$ cat src/rtl/pdp8l_i2c_pkg.sv
// Shared types and constants for the PDP-8/L front-panel I2C target.
package pdp8l_i2c_pkg;

  // Data bits per byte and the position of the ACK slot in the 9-bit frame.
  localparam logic [3:0] I2C_NBITS  = 4'd8;
  localparam logic [3:0] I2C_ACKBIT = 4'd9;

  // The bit counter is loaded with I2C_ACKBIT at the start of each byte and
  // decremented on every SCL rise; reaching this value means only the ACK
  // slot of the frame remains.
  localparam logic [3:0] I2C_TC = I2C_ACKBIT - I2C_NBITS;

  typedef enum logic [3:0] {
    IDLE,
    ADDR,
    ADDRACK,
    PTR,
    PTRACK,
    WDATA,
    WACK,
    RDATA,
    RACK,
    IGNORE
  } i2c_state_t;

  // Single-cycle bus events produced by the synchronizer/edge detector.
  typedef struct packed {
    logic start;
    logic stop;
    logic sclrise;
    logic sclfall;
  } i2c_ev_t;

endpackage

$ cat src/rtl/pdp8l_i2c_bus_sync.sv
// Two-flop synchronizer for SCL/SDA plus edge, START and STOP detection.
// Event outputs are single-cycle pulses derived from the synchronized copies.
module i2c_bus_sync (
  input  logic CLOCK,
  input  logic RESET,
  input  logic i2cclk,
  input  logic i2cdai,
  output logic sclrise,
  output logic sclfall,
  output logic start,
  output logic stop,
  output logic sda
);

  logic [1:0] scl_sync;
  logic [1:0] sda_sync;
  logic       scl_d;
  logic       sda_d;

  // Synchronize both bus lines and keep one cycle of history for edge detect.
  // Reset to the idle-bus level so no spurious edge appears on release.
  always_ff @(posedge CLOCK) begin
    if (RESET) begin
      scl_sync <= 2'b11;
      sda_sync <= 2'b11;
      scl_d    <= 1'b1;
      sda_d    <= 1'b1;
    end else begin
      scl_sync <= {scl_sync[0], i2cclk};
      sda_sync <= {sda_sync[0], i2cdai};
      scl_d    <= scl_sync[1];
      sda_d    <= sda_sync[1];
    end
  end

  assign sda     = sda_sync[1];
  assign sclrise =  scl_sync[1] & ~scl_d;
  assign sclfall = ~scl_sync[1] &  scl_d;
  // SDA transitions while SCL is high are bus conditions, not data.
  assign start   =  scl_sync[1] &  sda_d & ~sda_sync[1];
  assign stop    =  scl_sync[1] & ~sda_d &  sda_sync[1];

endmodule

$ cat src/rtl/pdp8l_i2c_target.sv
// I2C target for the PDP-8/L front-panel bus: address match, register
// pointer, burst write and burst read over a byte-wide strobe interface.
//
// state   | meaning
// --------+-----------------------------------------------------------
// IDLE    | bus free or after STOP; waiting for START
// ADDR    | shifting in the 7-bit address and R/W bit
// ADDRACK | driving ACK for a matched address
// PTR     | shifting in the register-pointer byte
// PTRACK  | driving ACK for the pointer byte
// WDATA   | shifting in a write-data byte
// WACK    | driving ACK for a write-data byte (wrstb fires on entry)
// RDATA   | driving a read byte MSB first
// RACK    | SDA released, sampling the master's ACK/NACK
// IGNORE  | not addressed or read ended by NACK; wait for START/STOP
module pdp8l_i2c_target
  import pdp8l_i2c_pkg::*;
#(
  parameter logic [6:0] DEVADDR = 7'h20,
  parameter int         PTRW    = 4
) (
  input  logic            CLOCK,
  input  logic            RESET,
  input  logic            i2cclk,
  input  logic            i2cdai,
  output logic            i2cdao,
  output logic [PTRW-1:0] regaddr,
  input  logic [7:0]      rddata,
  output logic            wrstb,
  output logic [7:0]      wrdata,
  output logic            selected
);

  i2c_ev_t    ev;
  logic       ev_start;
  logic       ev_stop;
  logic       ev_rise;
  logic       ev_fall;
  logic       sda;

  i2c_state_t      state, state_nxt;
  logic [3:0]      bitcnt, bitcnt_nxt;
  logic [7:0]      shreg, shreg_nxt;
  logic            rw, rw_nxt;
  logic            dao_nxt;
  logic            selected_nxt;
  logic            wrstb_nxt;
  logic [PTRW-1:0] regaddr_nxt;
  logic [7:0]      wrdata_nxt;
  logic            addr_hit;

  i2c_bus_sync u_sync (
    .CLOCK   (CLOCK),
    .RESET   (RESET),
    .i2cclk  (i2cclk),
    .i2cdai  (i2cdai),
    .sclrise (ev_rise),
    .sclfall (ev_fall),
    .start   (ev_start),
    .stop    (ev_stop),
    .sda     (sda)
  );

  assign ev = '{start: ev_start, stop: ev_stop, sclrise: ev_rise, sclfall: ev_fall};

  // The general-call address is never claimed, even if DEVADDR were 0.
  assign addr_hit = (shreg[7:1] == DEVADDR) && (shreg[7:1] != 7'd0);

  // State and datapath registers.
  always_ff @(posedge CLOCK) begin
    if (RESET) begin
      state    <= IDLE;
      bitcnt   <= I2C_ACKBIT;
      shreg    <= 8'h00;
      rw       <= 1'b0;
      i2cdao   <= 1'b1;
      selected <= 1'b0;
      regaddr  <= '0;
      wrdata   <= 8'h00;
      wrstb    <= 1'b0;
    end else begin
      state    <= state_nxt;
      bitcnt   <= bitcnt_nxt;
      shreg    <= shreg_nxt;
      rw       <= rw_nxt;
      i2cdao   <= dao_nxt;
      selected <= selected_nxt;
      regaddr  <= regaddr_nxt;
      wrdata   <= wrdata_nxt;
      wrstb    <= wrstb_nxt;
    end
  end

  // Next-state and output logic; START/STOP take priority over SCL edges.
  always_comb begin
    state_nxt    = state;
    bitcnt_nxt   = bitcnt;
    shreg_nxt    = shreg;
    rw_nxt       = rw;
    dao_nxt      = i2cdao;
    selected_nxt = selected;
    regaddr_nxt  = regaddr;
    wrdata_nxt   = wrdata;
    wrstb_nxt    = 1'b0;

    // Post-write increment lands the cycle after the strobe.
    if (wrstb) regaddr_nxt = regaddr + PTRW'(1);

    if (ev.stop) begin
      state_nxt    = IDLE;
      dao_nxt      = 1'b1;
      selected_nxt = 1'b0;
    end else if (ev.start) begin
      state_nxt    = ADDR;
      bitcnt_nxt   = I2C_ACKBIT;
      dao_nxt      = 1'b1;
      selected_nxt = 1'b0;
    end else begin
      case (state)
        ADDR, PTR, WDATA: begin
          if (ev.sclrise && bitcnt != I2C_TC) begin
            shreg_nxt  = {shreg[6:0], sda};
            bitcnt_nxt = bitcnt - 4'd1;
          end else if (ev.sclfall && bitcnt == I2C_TC) begin
            dao_nxt = 1'b0;
            case (state)
              ADDR: begin
                if (addr_hit) begin
                  state_nxt    = ADDRACK;
                  rw_nxt       = shreg[0];
                  selected_nxt = 1'b1;
                end else begin
                  state_nxt = IGNORE;
                  dao_nxt   = 1'b1;
                end
              end
              PTR: begin
                regaddr_nxt = shreg[PTRW-1:0];
                state_nxt   = PTRACK;
              end
              default: begin
                wrdata_nxt = shreg;
                wrstb_nxt  = 1'b1;
                state_nxt  = WACK;
              end
            endcase
          end
        end
        ADDRACK: begin
          if (ev.sclfall) begin
            bitcnt_nxt = I2C_ACKBIT;
            if (rw) begin
              state_nxt = RDATA;
              shreg_nxt = rddata;
              dao_nxt   = rddata[7];
            end else begin
              state_nxt = PTR;
              dao_nxt   = 1'b1;
            end
          end
        end
        PTRACK, WACK: begin
          if (ev.sclfall) begin
            state_nxt  = WDATA;
            bitcnt_nxt = I2C_ACKBIT;
            dao_nxt    = 1'b1;
          end
        end
        RDATA: begin
          if (ev.sclrise && bitcnt != I2C_TC) begin
            bitcnt_nxt = bitcnt - 4'd1;
          end else if (ev.sclfall) begin
            if (bitcnt == I2C_TC) begin
              state_nxt = RACK;
              dao_nxt   = 1'b1;
            end else begin
              shreg_nxt = {shreg[6:0], 1'b0};
              dao_nxt   = shreg[6];
            end
          end
        end
        RACK: begin
          // Pointer advances on ACK and NACK alike, ahead of the next load.
          if (ev.sclrise) begin
            regaddr_nxt = regaddr + PTRW'(1);
            if (sda) begin
              state_nxt    = IGNORE;
              selected_nxt = 1'b0;
            end
          end else if (ev.sclfall) begin
            state_nxt  = RDATA;
            shreg_nxt  = rddata;
            dao_nxt    = rddata[7];
            bitcnt_nxt = I2C_ACKBIT;
          end
        end
        default: ;
      endcase
    end
  end

endmodule

$ cat config.mk
export PLATFORM = sky130hd
export DESIGN_NAME = pdp8l_i2c_target
export DESIGN_NICKNAME = d
export VERILOG_FILES = /design/src/rtl/pdp8l_i2c_pkg.sv /design/src/rtl/pdp8l_i2c_bus_sync.sv /design/src/rtl/pdp8l_i2c_target.sv
export SDC_FILE = /design/constraint.sdc
export NUM_CORES = 1
export LEC_CHECK = 0
export BUFFER_PORTS_ARGS = -buffer_cell sky130_fd_sc_hd__buf_2
export CAP_MARGIN = 20
export CORE_MARGIN = 2
export CORE_UTILIZATION = 47
export CTS_CLUSTER_SIZE = 28
export DETAILED_ROUTE_END_ITERATION = 8
export GPL_TIMING_DRIVEN = 0
export PLACE_DENSITY_LB_ADDON = 0.05
export SYNTH_ARGS = -nofsm -noshare
export SYNTH_HDL_FRONTEND = slang
export SYNTH_HIERARCHICAL = 1
export SYNTH_SLANG_ARGS = --single-unit
$ cat constraint.sdc
create_clock -name CLOCK -period 3 [get_ports CLOCK]
set_clock_uncertainty 0.15 [all_clocks]
set_input_delay 0.6 -clock CLOCK [delete_from_list [all_inputs] [get_ports CLOCK]]
set_output_delay 0.6 -clock CLOCK [all_outputs]
set_load 0.05 [all_outputs]
==> results of run 1 <==
## cell usage after synthesis (all sizes together) (6+ instances only)
cell type  count
dfxtp         38
a21oi         23
nor2          20
mux2i         17
nand2         12
buf           11
a311oi        10
or2           10
o21ai          9
nor3           7
or3            7
xnor2          6
## kinds of logic (layout without fill, tap and decap cells)
logic type	count (synthesis)	after routing	share of synthesized area
compound gates	67	67	0.229
xor+xnor	8	8	0.0313
fa+ha+maj	3	3	0.0168
buf+inv	21	55	0.0492
flops	38	38	0.340
mux	18	18	0.0810
simple gates	93	93	0.254
## worst paths after layout
path,start,endpoint,depth (start not counted)
setup reg to reg,bitcnt[1]$_SDFFE_PP0P_,state[2]$_SDFFE_PP0P_,7
hold reg to reg,u_sync/scl_sync[0]$_SDFF_PP1_,u_sync/scl_sync[1]$_SDFF_PP1_,1
hold / removal,u_sync/scl_sync[0]$_SDFF_PP1_,u_sync/scl_sync[1]$_SDFF_PP1_,1
setup / recovery,bitcnt[1]$_SDFFE_PP0P_,state[2]$_SDFFE_PP0P_,7
## power by group through the flow
stage	logic (W)	clock network (W)	registers (W)
2_1_floorplan	0.000492	0	0.000629
3_3_place_gp	0.000638	0	0.000619
3_5_place_dp	0.000637	0	0.000620
4_1_cts	0.000640	0.000391	0.000609
5_1_grt	0.000697	0.000408	0.000617
6_report	0.000645	0.000374	0.000609
## per-stage QoR
| stage | utilization | area, µm² |
|---|---|---|
| floorplan | - | 2240 |
| global placement | 0.523 | 2440 |
| detailed placement | 0.523 | 2440 |
| CTS | 0.543 | 2530 |
| global route | 0.543 | 2530 |
| finish | 0.543 | 2530 |
## registers in the layout, indices dropped and copies added, names as in the netlist
| name | count |
|---|---|
| regaddr | 4 |
| i2cdao | 1 |
| state | 4 |
| u_sync/sda_sync | 2 |
| u_sync/sda_d | 1 |
| shreg | 8 |
| wrstb | 1 |
| wrdata | 8 |
| selected | 1 |
| u_sync/scl_d | 1 |
| bitcnt | 4 |
| u_sync/scl_sync | 2 |
| rw | 1 |
## cell type report
cell class                      instances  area (µm²)  area share
Multi-Input combinational cell        189        1370       0.541
Sequential cell                        38         761       0.300
Timing Repair Buffer                   26         130      0.0514
Buffer                                 16        91.3      0.0361
Clock buffer                            6        82.6      0.0326
Tap cell                               54        67.6      0.0267
Inverter                                5        18.8     0.00741
Clock inverter                          2        12.5     0.00494
## metal layers
metal	routed length, µm	vias to the layer above	track usage
met5	0	-	0
met2	2390	60	0.302
li1	-	986	-
met4	81	0	0.0782
met3	283	8	0.0456
met1	2680	931	0.311
==> reports/summary.md, run 1 <==
Share of async-settable or async-resettable flops after synthesis: 0. Traced cell by cell, the critical path runs through inv_1, ha_1, nor3b_1, and3_1, o221ai_4, or3_1, a21oi_1. After clock tree synthesis, the clock-pin slew on the worst setup and hold paths is 0.08 ns. From bottom edge to top edge, the die measures 73.0 µm. Count of maximum capacitance violations: 0.

Before CTS, the worst setup slack after placement is 0.637 ns. For this run, design rule violations remaining after detail routing come to 0. In this run, synthesis inferred 0 flip-flops with an integrated enable. The headroom to the max-slew limit came out at 0.401.

The register bit count reported by yosys is 38. The proportion of total power due to net switching is 0.378. In the routed layout, each cell is associated on average with a via count of 5.91.

The tools report the net count of the finished layout as 296. STA classifies the critical path startpoint as a flop. After synthesis, the mean cell area works out to 9.03 µm². The library cell used most frequently in the layout, excluding fill and tap cells, is sky130_fd_sc_hd__dfxtp_1. The layout has 467 filler cells. In this run the worst hold path is classified as flop to flop. The growth of design area from synthesis to finish works out to 13.1%.

The post-synthesis sequential area ratio was 0.340. The achievable clock frequency was 0.406 GHz. Final weighted congestion in routability-driven placement: 0.888.

The initial antenna violation count came out at 0. Predominant post-synthesis flop cell: sky130_fd_sc_hd__dfxtp_1. The run gives 0.212 as the total track usage. The final global-route overflow total was 0; the detailed-routing iteration count for the pre-antenna-repair pass was 4. The transition time at the pin with the least slew margin was 0.896 ns; the fraction of power consumed by sequential logic was 0.374. The run finished with clean final reports. The critical path in this run is classified as flop to flop. The cell sitting at the root of the clock tree is a sky130_fd_sc_hd__clkbuf_8.

The floorplan has 25 rows. The total via count after detailed routing was 1985; the total of cells resized after clock tree synthesis was 0. Combinational share of power: 0.396. The pin count of the biggest net entering global routing came out at 13.

The tools report the number of hold-slack violations in the final timing report as 0. In the final routed layout, each cell accounts on average for 16.2 µm. For this block, the routed nets add up to 5440 µm of wire.

No sink is reached through more buffers than the 2 on the longest clock path. The tools report the wire length of the first global-routing pass as 8730 µm. The reported net switching power is 0.000616 W, and the post-synthesis net count is 263.

Grouping stages by cell kind, the critical path spends the most delay in simple AND/OR/NAND/NOR gates. STA classifies the critical path endpoint as a flop. Data on the critical path is required at its endpoint by 3.08 ns.

The Yosys warning count is 6. The synthesized design spends more area on one cell type than any other, namely sky130_fd_sc_hd__dfxtp_1. The count of cells in the finished layout, fillers not included, comes to 336. The number of buffer and inverter instances along the worst setup path came out at 1. Along the worst path, the maximum fanout reaches 7.

The area share of the leading cell type in the synthesized netlist was 0.340. In the layout the commonest cells are sky130_fd_sc_hd__dfxtp_1 (38), sky130_fd_sc_hd__buf_2 (32), sky130_fd_sc_hd__a21oi_1 (21), sky130_fd_sc_hd__nor2_1 (20), sky130_fd_sc_hd__mux2i_1 (17). The cell area after synthesis was 0.00224 mm²; the post-route antenna net violation count was 0. Setup repair after global routing left no endpoint under its margin. Once routing completed, OpenROAD measured the worst setup slack at 0.539 ns.

The count of buffers from port buffering is 26. TritonCTS built the clock tree. Internal power: 0.00101 W.

The number of setup buffers added after CTS is 0. The HPWL after detailed placement is 3890 µm. The tools report the initial detailed-routing violation count as 135. At the worst endpoint, the arrival time is 2.54 ns. During I/O placement, the number of pins put on the boundary was 27.

The tightest hold margin came out at 0.257 ns. The antenna diode count is 0. Total leakage power: 1.03 nW. The design draws 0.00163 W. The internal reg-to-reg setup slack was 0.54 ns; the number of library cell types mapped by synthesis was 64.

CTS saw 38 sinks. The worst-case IR drop observed on VDD is 0.310 mV. The areal power density over the cells was 642 mW/mm². The logs give 0.230 for the clock group share of total power and 5 for the total CTS buffers. The effective utilization at floorplan was 0.481; the final critical delay including setup and external delays was 2.46 ns. The critical path's slowest cell is sky130_fd_sc_hd__nor3b_1. Setup total negative slack on the finished layout was measured at 0 ns. Fraction of layout instances using a drive strength above 1: 0.220. For the gate count of the mapped netlist, the log shows 248. The maximum single-stage delay on the critical path was 0.74 ns.

By area the synthesized netlist is led by sky130_fd_sc_hd__dfxtp_1 (34%), sky130_fd_sc_hd__mux2i_1 (7.6%), sky130_fd_sc_hd__a21oi_1 (4.7%), sky130_fd_sc_hd__a311oi_1 (3.5%), sky130_fd_sc_hd__nor2_1 (3.4%). The final count of pins violating max slew was 0; the x dimension of the die was 73.0 µm. Period utilization: 0.820. After floorplanning, the core was sized to cover 0.00466 mm². The run gives 328 as the post-placement cell count.

The logs give 2 for the count of H-tree levels built during CTS and 0.29 ns for the clock latency on the worst-skew pair. The number of hold buffers added after CTS was 0. The logs give 1748 for the via count of the first global-routing pass and 0.00533 mm² for the overall die area. Setup violations remaining at the end of the flow were counted as 0.
Power figures use the tool's default switching activity.
==> run 2, diff against run 1 <==
==> constraint.sdc (replaced) <==
create_clock -name CLOCK -period 2.34 [get_ports CLOCK]
set_clock_uncertainty 0.15 [all_clocks]
set_input_delay 0.468 -clock CLOCK [delete_from_list [all_inputs] [get_ports CLOCK]]
set_output_delay 0.468 -clock CLOCK [all_outputs]
set_load 0.05 [all_outputs]
==> run 2 against run 1 <==
Design area grew 0.79%. Final cell count rose by 0.30%. Flip-flop and latch count did not move. Sequential share of layout area down 0.19 points. Critical endpoint is now state[0]$_SDFFE_PP0P_. Largest power group unchanged.
==> reports/summary.md, run 2 (same netlist as run 1, synthesis figures left out) <==
The post-route core utilization is 0.548 (was 0.543), and the transition time at the pin with the least slew margin is 0.621 ns (was 0.896 ns). The run gives 468 (was 467) as the fill cell total of the finished layout. Setup repair after global routing left no endpoint under its margin.

The logs give 0.373 (was 0.374) for the fraction of power consumed by sequential logic and 0.400 (was 0.396) for the combinational share of power. The logs give 0 (unchanged) for the initial antenna violation count and 4 (unchanged) for the detailed-routing iteration count for the pre-antenna-repair pass. The number of buffer and inverter instances along the worst setup path works out to 0 (was 1). Die span in y: 73.0 µm (unchanged). The logs give 1751 (was 1748) for the via count of the first global-routing pass and 0.888 (unchanged) for the final weighted congestion in routability-driven placement. The x dimension of the die was 73.0 µm (unchanged); the largest voltage drop on the vdd net was 0.397 mV (was 0.310 mV). The clock sink count is 38 (unchanged). The logs give 5 (unchanged) for the total CTS buffers and 0 (unchanged) for the number of hold-slack violations in the final timing report.

The flow ran to the end, and the final reports show no timing, DRC or antenna violations. The setup-violating endpoint count in the final report was 0 (unchanged). The growth of design area from synthesis to finish is 14.0% (was 13.1%).

The logs give 0 (unchanged) for the antenna diode count and 2 (unchanged) for the count of H-tree levels built during CTS. Registers with the highest flip-flop counts: shreg: 8 flops, wrdata: 8 flops (unchanged). CP Cell Sequence: or4b_1, o21a_1, or4_1, nor2_1, a2111oi_2 (was inv_1, ha_1, nor3b_1, and3_1, o221ai_4, or3_1, a21oi_1).

Total track usage: 0.213 (was 0.212). The pin count of the biggest net entering global routing was 13 (unchanged). Number of buffers between clock root and the deepest sink: 2 (unchanged). The DRC violations left was 0 (unchanged); the post-placement cell count was 328 (unchanged). The period utilization was 0.937 (was 0.820).

The number of standard cells in the final layout excluding fillers is 337 (was 336). The logs give 0 (unchanged) for the post-route antenna net violation count and 109 (was 135) for the initial detailed-routing violation count. The areal power density over the cells was 821 mW/mm² (was 642 mW/mm²); the area inside the core boundary was 0.00466 mm² (unchanged). The clock group share of total power is 0.228 (was 0.230). The post-place instance area was 0.00244 mm² (unchanged). Capturing element type of the critical path: a flop (unchanged).

The net count of the finished layout was 297 (was 296). The total non-filler cell area in the finished layout is 0.00255 mm² (was 0.00253 mm²). The run gives 0.29 ns (about the same) as the clock latency on the worst-skew pair. The final critical delay including setup and external delays works out to 2.19 ns (was 2.46 ns). The final count of pins violating max slew was 0 (unchanged). Highest-count cells in the layout ignoring fill and taps: sky130_fd_sc_hd__dfxtp_1 (37), sky130_fd_sc_hd__buf_2 (32), sky130_fd_sc_hd__a21oi_1 (21), sky130_fd_sc_hd__nor2_1 (20), sky130_fd_sc_hd__mux2i_1 (17) (was sky130_fd_sc_hd__dfxtp_1 (38), sky130_fd_sc_hd__buf_2 (32), sky130_fd_sc_hd__a21oi_1 (21), sky130_fd_sc_hd__nor2_1 (20), sky130_fd_sc_hd__mux2i_1 (17)). The run gives 2.35 ns (was 3.08 ns) as the required time at the endpoint of the critical path. The proportion of total power due to net switching is 0.378 (about the same). The critical path arrival was 2.20 ns (was 2.54 ns). The tools report the effective utilization at floorplan as 0.481 (unchanged). The logs give 0.000793 W (was 0.000616 W) for the reported net switching power and 762 µm² (was 761 µm²) for the register area. The achievable clock frequency is 0.456 GHz (was 0.406 GHz). TritonCTS built the clock tree. The total power was 0.00210 W (was 0.00163 W); the tightest hold margin was 0.202 ns (was 0.257 ns).

The total leakage power is 1.04 nW (was 1.03 nW), and the internal power is 0.00130 W (was 0.00101 W). The cell row count was 25 (unchanged); the number of placed I/O pins was 27 (unchanged). The highest fanout seen on the critical path works out to 5 (was 7). The count of maximum capacitance violations was 0 (unchanged).

The fraction of layout instances using a drive strength above 1 works out to 0.233 (was 0.220). The clock root buffer was sky130_fd_sc_hd__clkbuf_8 (unchanged). The family with the most delay on the worst path is simple AND/OR/NAND/NOR gates (unchanged). The maximum single-stage delay on the critical path was 0.54 ns (was 0.74 ns). The kind of critical path is flop to flop (unchanged). Classification of the worst-slack hold path: input pin to flop (was flop to flop). The post-DP HPWL was 3890 µm (unchanged). The critical path's slowest cell was sky130_fd_sc_hd__or4b_1 (was sky130_fd_sc_hd__nor3b_1).

Average wire per cell in the routed design: 16.2 µm (about the same). The clock slew at the register clock pins of the worst setup and hold paths is 0.08 ns (about the same), and the final global-route overflow total is 0 (unchanged). The headroom to the max-slew limit is 0.585 (was 0.401), and the aggregate routed wire length is 5460 µm (was 5440 µm). Count of buffers from port buffering: 26 (unchanged). Sort of element at the start of the critical path: a flop (unchanged).

The run gives 8760 µm (was 8730 µm) as the wire length of the first global-routing pass. The tools report the total via count after detailed routing as 1986 (was 1985). The area of the multi-input gates is 0.00138 mm² (was 0.00137 mm²).

The number of vias per cell after detailed routing is 5.89 (was 5.91). The overall die area is 0.00533 mm² (unchanged). The most common cell after layout, fill and taps aside is sky130_fd_sc_hd__dfxtp_1 (unchanged).
## run 2: layout make-up
type                            count  share of cell area
Clock inverter                      2             0.00490
Tap cell                           54              0.0265
Buffer                             16              0.0358
Timing Repair Buffer               27              0.0539
Multi-Input combinational cell    189               0.541
Clock buffer                        6              0.0324
Sequential cell                    38               0.299
Inverter                            5             0.00735
## run 2: power groups by stage
stage / logic [W] / clock network [W] / registers (W)
final: 0.000837 / 0.000477 / 0.000781
after CTS: 0.000821 / 0.000501 / 0.000780
after floorplan: 0.000631 / 0 / 0.000806
after global routing: 0.000902 / 0.000523 / 0.000791
after detailed placement: 0.000817 / 0 / 0.000794
after global placement: 0.000818 / 0 / 0.000793
## run 2: what timing repair did
action | CTS | global route
endpoints found under the hold margin | 0 | 0
gates resized for setup | 1 | 2
cloned | 0 | 0
endpoints found under the setup margin | 5 | 4
hold buffers | 0 | 0
setup buffers | 0 | 1
## run 2: final timing paths
| kind | startpoint | to | slack (ns) | cells past startpoint |
|---|---|---|---|---|
| worst min register to register | u_sync/scl_sync[0]$_SDFF_PP1_ | u_sync/scl_sync[1]$_SDFF_PP1_ | 0.26 | 1 |
| worst min-delay path | i2cdai | u_sync/sda_sync[0]$_SDFF_PP1_ | 0.20 | 2 |
| worst max register to register | shreg[6]$_SDFFE_PP0P_ | state[0]$_SDFFE_PP0P_ | 0.15 | 5 |
| worst max-delay path | shreg[6]$_SDFFE_PP0P_ | state[0]$_SDFFE_PP0P_ | 0.15 | 5 |
## run 2: stage by stage
| stage | worst slack, ns | TNS [ns] |
|---|---|---|
| finish | 0.147 | 0 |
| global route | 0.0417 | 0 |
| CTS | 0.0711 | 0 |
| detailed placement | -0.0228 | -0.0584 |
| global placement | -0.0203 | -0.0411 |
| floorplan | 0.343 | 0 |
## run 2: metal layers
| layer | share of wire | track usage | up-vias | routed length (µm) |
|---|---|---|---|---|
| met5 | 0 | 0 | - | 0 |
| met4 | 0.016 | 0.0782 | 0 | 85 |
| met3 | 0.044 | 0.0456 | 7 | 240 |
| met2 | 0.45 | 0.303 | 59 | 2460 |
| met1 | 0.49 | 0.312 | 935 | 2680 |
| li1 | - | - | 985 | - |
==> run 3, diff against run 2 <==
--- a/config.mk
+++ b/config.mk
@@ -13,6 +13,7 @@
 export DETAILED_ROUTE_END_ITERATION = 8
 export GPL_TIMING_DRIVEN = 0
 export PLACE_DENSITY_LB_ADDON = 0.05
+export RECOVER_POWER = 100
 export SYNTH_ARGS = -nofsm -noshare
 export SYNTH_HDL_FRONTEND = slang
 export SYNTH_HIERARCHICAL = 1
==> run 3 against run 2 <==
Clock-buffer cell count unchanged. Register-to-register slack got worse by 0.03 ns. Combinational power down 2.6%. First-iteration DRC count up 2.8%. Routed wire length rose by 0.57%. Hold slack worse by 0.00078 ns. Critical path type unchanged.
==> reports/summary.md, run 3 (same netlist as run 1, synthesis figures left out) <==
The required time at the endpoint of the critical path is 2.39 ns (was 2.35 ns). The post-DP HPWL is 3890 µm (unchanged), and the transition time at the pin with the least slew margin is 0.617 ns (was 0.621 ns). The post-place instance area is 0.00244 mm² (unchanged), and the number of hold-slack violations in the final timing report is 0 (unchanged). The launching element of the worst setup path is state[0]$_SDFFE_PP0P_ (was shreg[6]$_SDFFE_PP0P_). Sort of element at the start of the critical path: a flop (unchanged). Reg-to-reg startpoint: state[0]$_SDFFE_PP0P_ (was shreg[6]$_SDFFE_PP0P_).

The final critical delay including setup and external delays came out at 2.22 ns (was 2.19 ns). For the overall die area, the log shows 0.00533 mm² (unchanged). The run gives 297 (unchanged) as the net count of the finished layout.

Highest-count cells in the layout ignoring fill and taps: sky130_fd_sc_hd__dfxtp_1 (37), sky130_fd_sc_hd__a21oi_1 (22), sky130_fd_sc_hd__clkbuf_1 (20), sky130_fd_sc_hd__nor2_1 (20), sky130_fd_sc_hd__mux2i_1 (17) (was sky130_fd_sc_hd__dfxtp_1 (37), sky130_fd_sc_hd__buf_2 (32), sky130_fd_sc_hd__a21oi_1 (21), sky130_fd_sc_hd__nor2_1 (20), sky130_fd_sc_hd__mux2i_1 (17)). The capture point of the worst path was shreg[4]$_SDFFE_PP0P_ (was state[0]$_SDFFE_PP0P_). The logs give 0 (unchanged) for the final count of pins violating max slew and 2 (unchanged) for the number of buffers between clock root and the deepest sink.

The number of cells traversed by the worst register-to-register path was 6 (was 5). The capturing element type of the critical path is a flop (unchanged). The logs give 4 (unchanged) for the detailed-routing iteration count for the pre-antenna-repair pass and 0.00208 W (was 0.00210 W) for the total power. The effective utilization at floorplan is 0.481 (unchanged).

For the via count of the first global-routing pass, the log shows 1751 (unchanged). The endpoint of the worst-slack reg-to-reg timing path is shreg[4]$_SDFFE_PP0P_ (was state[0]$_SDFFE_PP0P_). The count of maximum capacitance violations was 0 (unchanged); the clock sink count was 38 (unchanged). The x dimension of the die was 73.0 µm (unchanged); the growth of design area from synthesis to finish was 12.0% (was 14.0%). The tools report the wire length of the first global-routing pass as 8760 µm (unchanged).

The logs give 0 (unchanged) for the post-route antenna net violation count and 0.888 (unchanged) for the final weighted congestion in routability-driven placement. The logs give 0.00466 mm² (unchanged) for the area inside the core boundary and 480 (was 468) for the fill cell total of the finished layout. The achievable clock frequency is 0.451 GHz (was 0.456 GHz), and the worst path setup slack after routing is 0.121 ns (was 0.147 ns). The count of buffers from port buffering is 26 (unchanged). The areal power density over the cells is 828 mW/mm² (was 821 mW/mm²). The headroom to the max-slew limit came out at 0.588 (was 0.585). The run gives 2 (unchanged) as the count of H-tree levels built during CTS. TritonCTS built the clock tree.

Setup repair after global routing left no endpoint under its margin. The cell row count was 25 (unchanged). The run gives 0 (unchanged) as the setup-violating endpoint count in the final report.

The most common cell after layout, fill and taps aside is sky130_fd_sc_hd__dfxtp_1 (unchanged). The run finished with clean final reports. The pin count of the biggest net entering global routing is 13 (unchanged), and the internal reg-to-reg setup slack is 0.12 ns (was 0.15 ns). Final global-route overflow total: 0 (unchanged). The highest fanout seen on the critical path works out to 10 (was 5). The run gives 112 (was 109) as the initial detailed-routing violation count. The run gives 1988 (was 1986) as the total via count after detailed routing. The classification of the worst-slack hold path is input pin to flop (unchanged). The largest voltage drop on the vdd net was 0.395 mV (was 0.397 mV); the period utilization was 0.948 (was 0.937). The clock latency on the worst-skew pair is 0.29 ns (about the same), and the fraction of layout instances using a drive strength above 1 is 0.170 (was 0.233). The number of placed I/O pins is 27 (unchanged), and the initial antenna violation count is 0 (unchanged). The DRC violations left came out at 0 (unchanged). The clock slew at the register clock pins of the worst setup and hold paths works out to 0.08 ns (about the same). The kind of critical path was flop to flop (unchanged). The number of vias per cell after detailed routing is 5.90 (was 5.89). The critical path arrival is 2.27 ns (was 2.20 ns), and the total CTS buffers is 5 (unchanged). The tools report the clock root buffer as sky130_fd_sc_hd__clkbuf_8 (unchanged).

The antenna diode count was 0 (unchanged). The setup slack at placement is -0.0228 ns (unchanged), and the total leakage power is 0.967 nW (was 1.04 nW). The die span in y works out to 73.0 µm (unchanged). The post-placement cell count is 328 (unchanged), and the total non-filler cell area in the finished layout is 0.00251 mm² (was 0.00255 mm²). Number of standard cells in the final layout excluding fillers: 337 (unchanged). For the aggregate routed wire length, the log shows 5490 µm (was 5460 µm). The total track usage was 0.213 (unchanged); the average wire per cell in the routed design was 16.3 µm (was 16.2 µm). Registers with the highest flip-flop counts: shreg: 8 flops, wrdata: 8 flops (unchanged).
==> run 3: cell type report <==
class / instances / area [µm²] / share of cell area
plain buffers: 16 / 88.8 / 0.0354
clock buffers: 6 / 82.6 / 0.0329
clock inverters: 2 / 12.5 / 0.00499
inverters: 5 / 18.8 / 0.00748
multi-input cells: 189 / 1360 / 0.542
flip-flops and latches: 38 / 762 / 0.304
well taps: 54 / 67.6 / 0.0269
repair buffers: 27 / 118 / 0.0469
==> run 3: how the worst min path moves through the flow <==
stage                                             start                       endpoint  slack, ns  cells past startpoint
after floorplan           u_sync/scl_sync[0]$_SDFF_PP1_  u_sync/scl_sync[1]$_SDFF_PP1_       0.23                      1
after global placement    u_sync/sda_sync[0]$_SDFF_PP1_  u_sync/sda_sync[1]$_SDFF_PP1_       0.24                      1
after detailed placement  u_sync/scl_sync[0]$_SDFF_PP1_  u_sync/scl_sync[1]$_SDFF_PP1_       0.24                      1
after CTS                                        i2cdai  u_sync/sda_sync[0]$_SDFF_PP1_       0.19                      2
after global routing                             i2cclk  u_sync/scl_sync[0]$_SDFF_PP1_       0.20                      2
final                                            i2cdai  u_sync/sda_sync[0]$_SDFF_PP1_       0.20                      2
==> run 3: what timing repair did <==
item	in CTS	in global routing
setup buffers	0	1
endpoints found under the hold margin	0	0
gates resized for setup	1	2
endpoints found under the setup margin	5	4
hold buffers	0	0
==> run 3: report_power, final <==
part | switching [W] | internal, W
Combinational | 0.000478 | 0.000337
Sequential | 0.0000665 | 0.000714
Clock | 0.000244 | 0.000237
Total | 0.000788 | 0.00129
==> run 3: routing by layer <==
metal / vias to the layer above / wire [µm] / track usage
met1: 931 / 2720 / 0.312
met4: 0 / 83 / 0.0782
met3: 7 / 225 / 0.0456
met2: 62 / 2460 / 0.303
li1: 988 / - / -
met5: - / 0 / 0
==> run 3: per-stage QoR <==
| stage | util | setup TNS, ns | hold WS, ns |
|---|---|---|---|
| 3_5_place_dp | 0.523 | -0.0584 | 0.245 |
| 3_3_place_gp | 0.523 | -0.0411 | 0.236 |
| 6_report | 0.538 | 0 | 0.202 |
| 4_1_cts | 0.544 | 0 | 0.194 |
| 2_1_floorplan | - | 0 | 0.233 |
| 5_1_grt | 0.538 | 0 | 0.202 |
==> run 3: worst max-delay path: stages, from the launching register on <==
cell and delay, ns:
sky130_fd_sc_hd__dfxtp_1 0.34, sky130_fd_sc_hd__clkbuf_2 0.21, sky130_fd_sc_hd__or4b_4 0.61, sky130_fd_sc_hd__o211ai_2 0.10, sky130_fd_sc_hd__nand3_2 0.19, sky130_fd_sc_hd__clkbuf_2 0.26, sky130_fd_sc_hd__a311oi_1 0.26
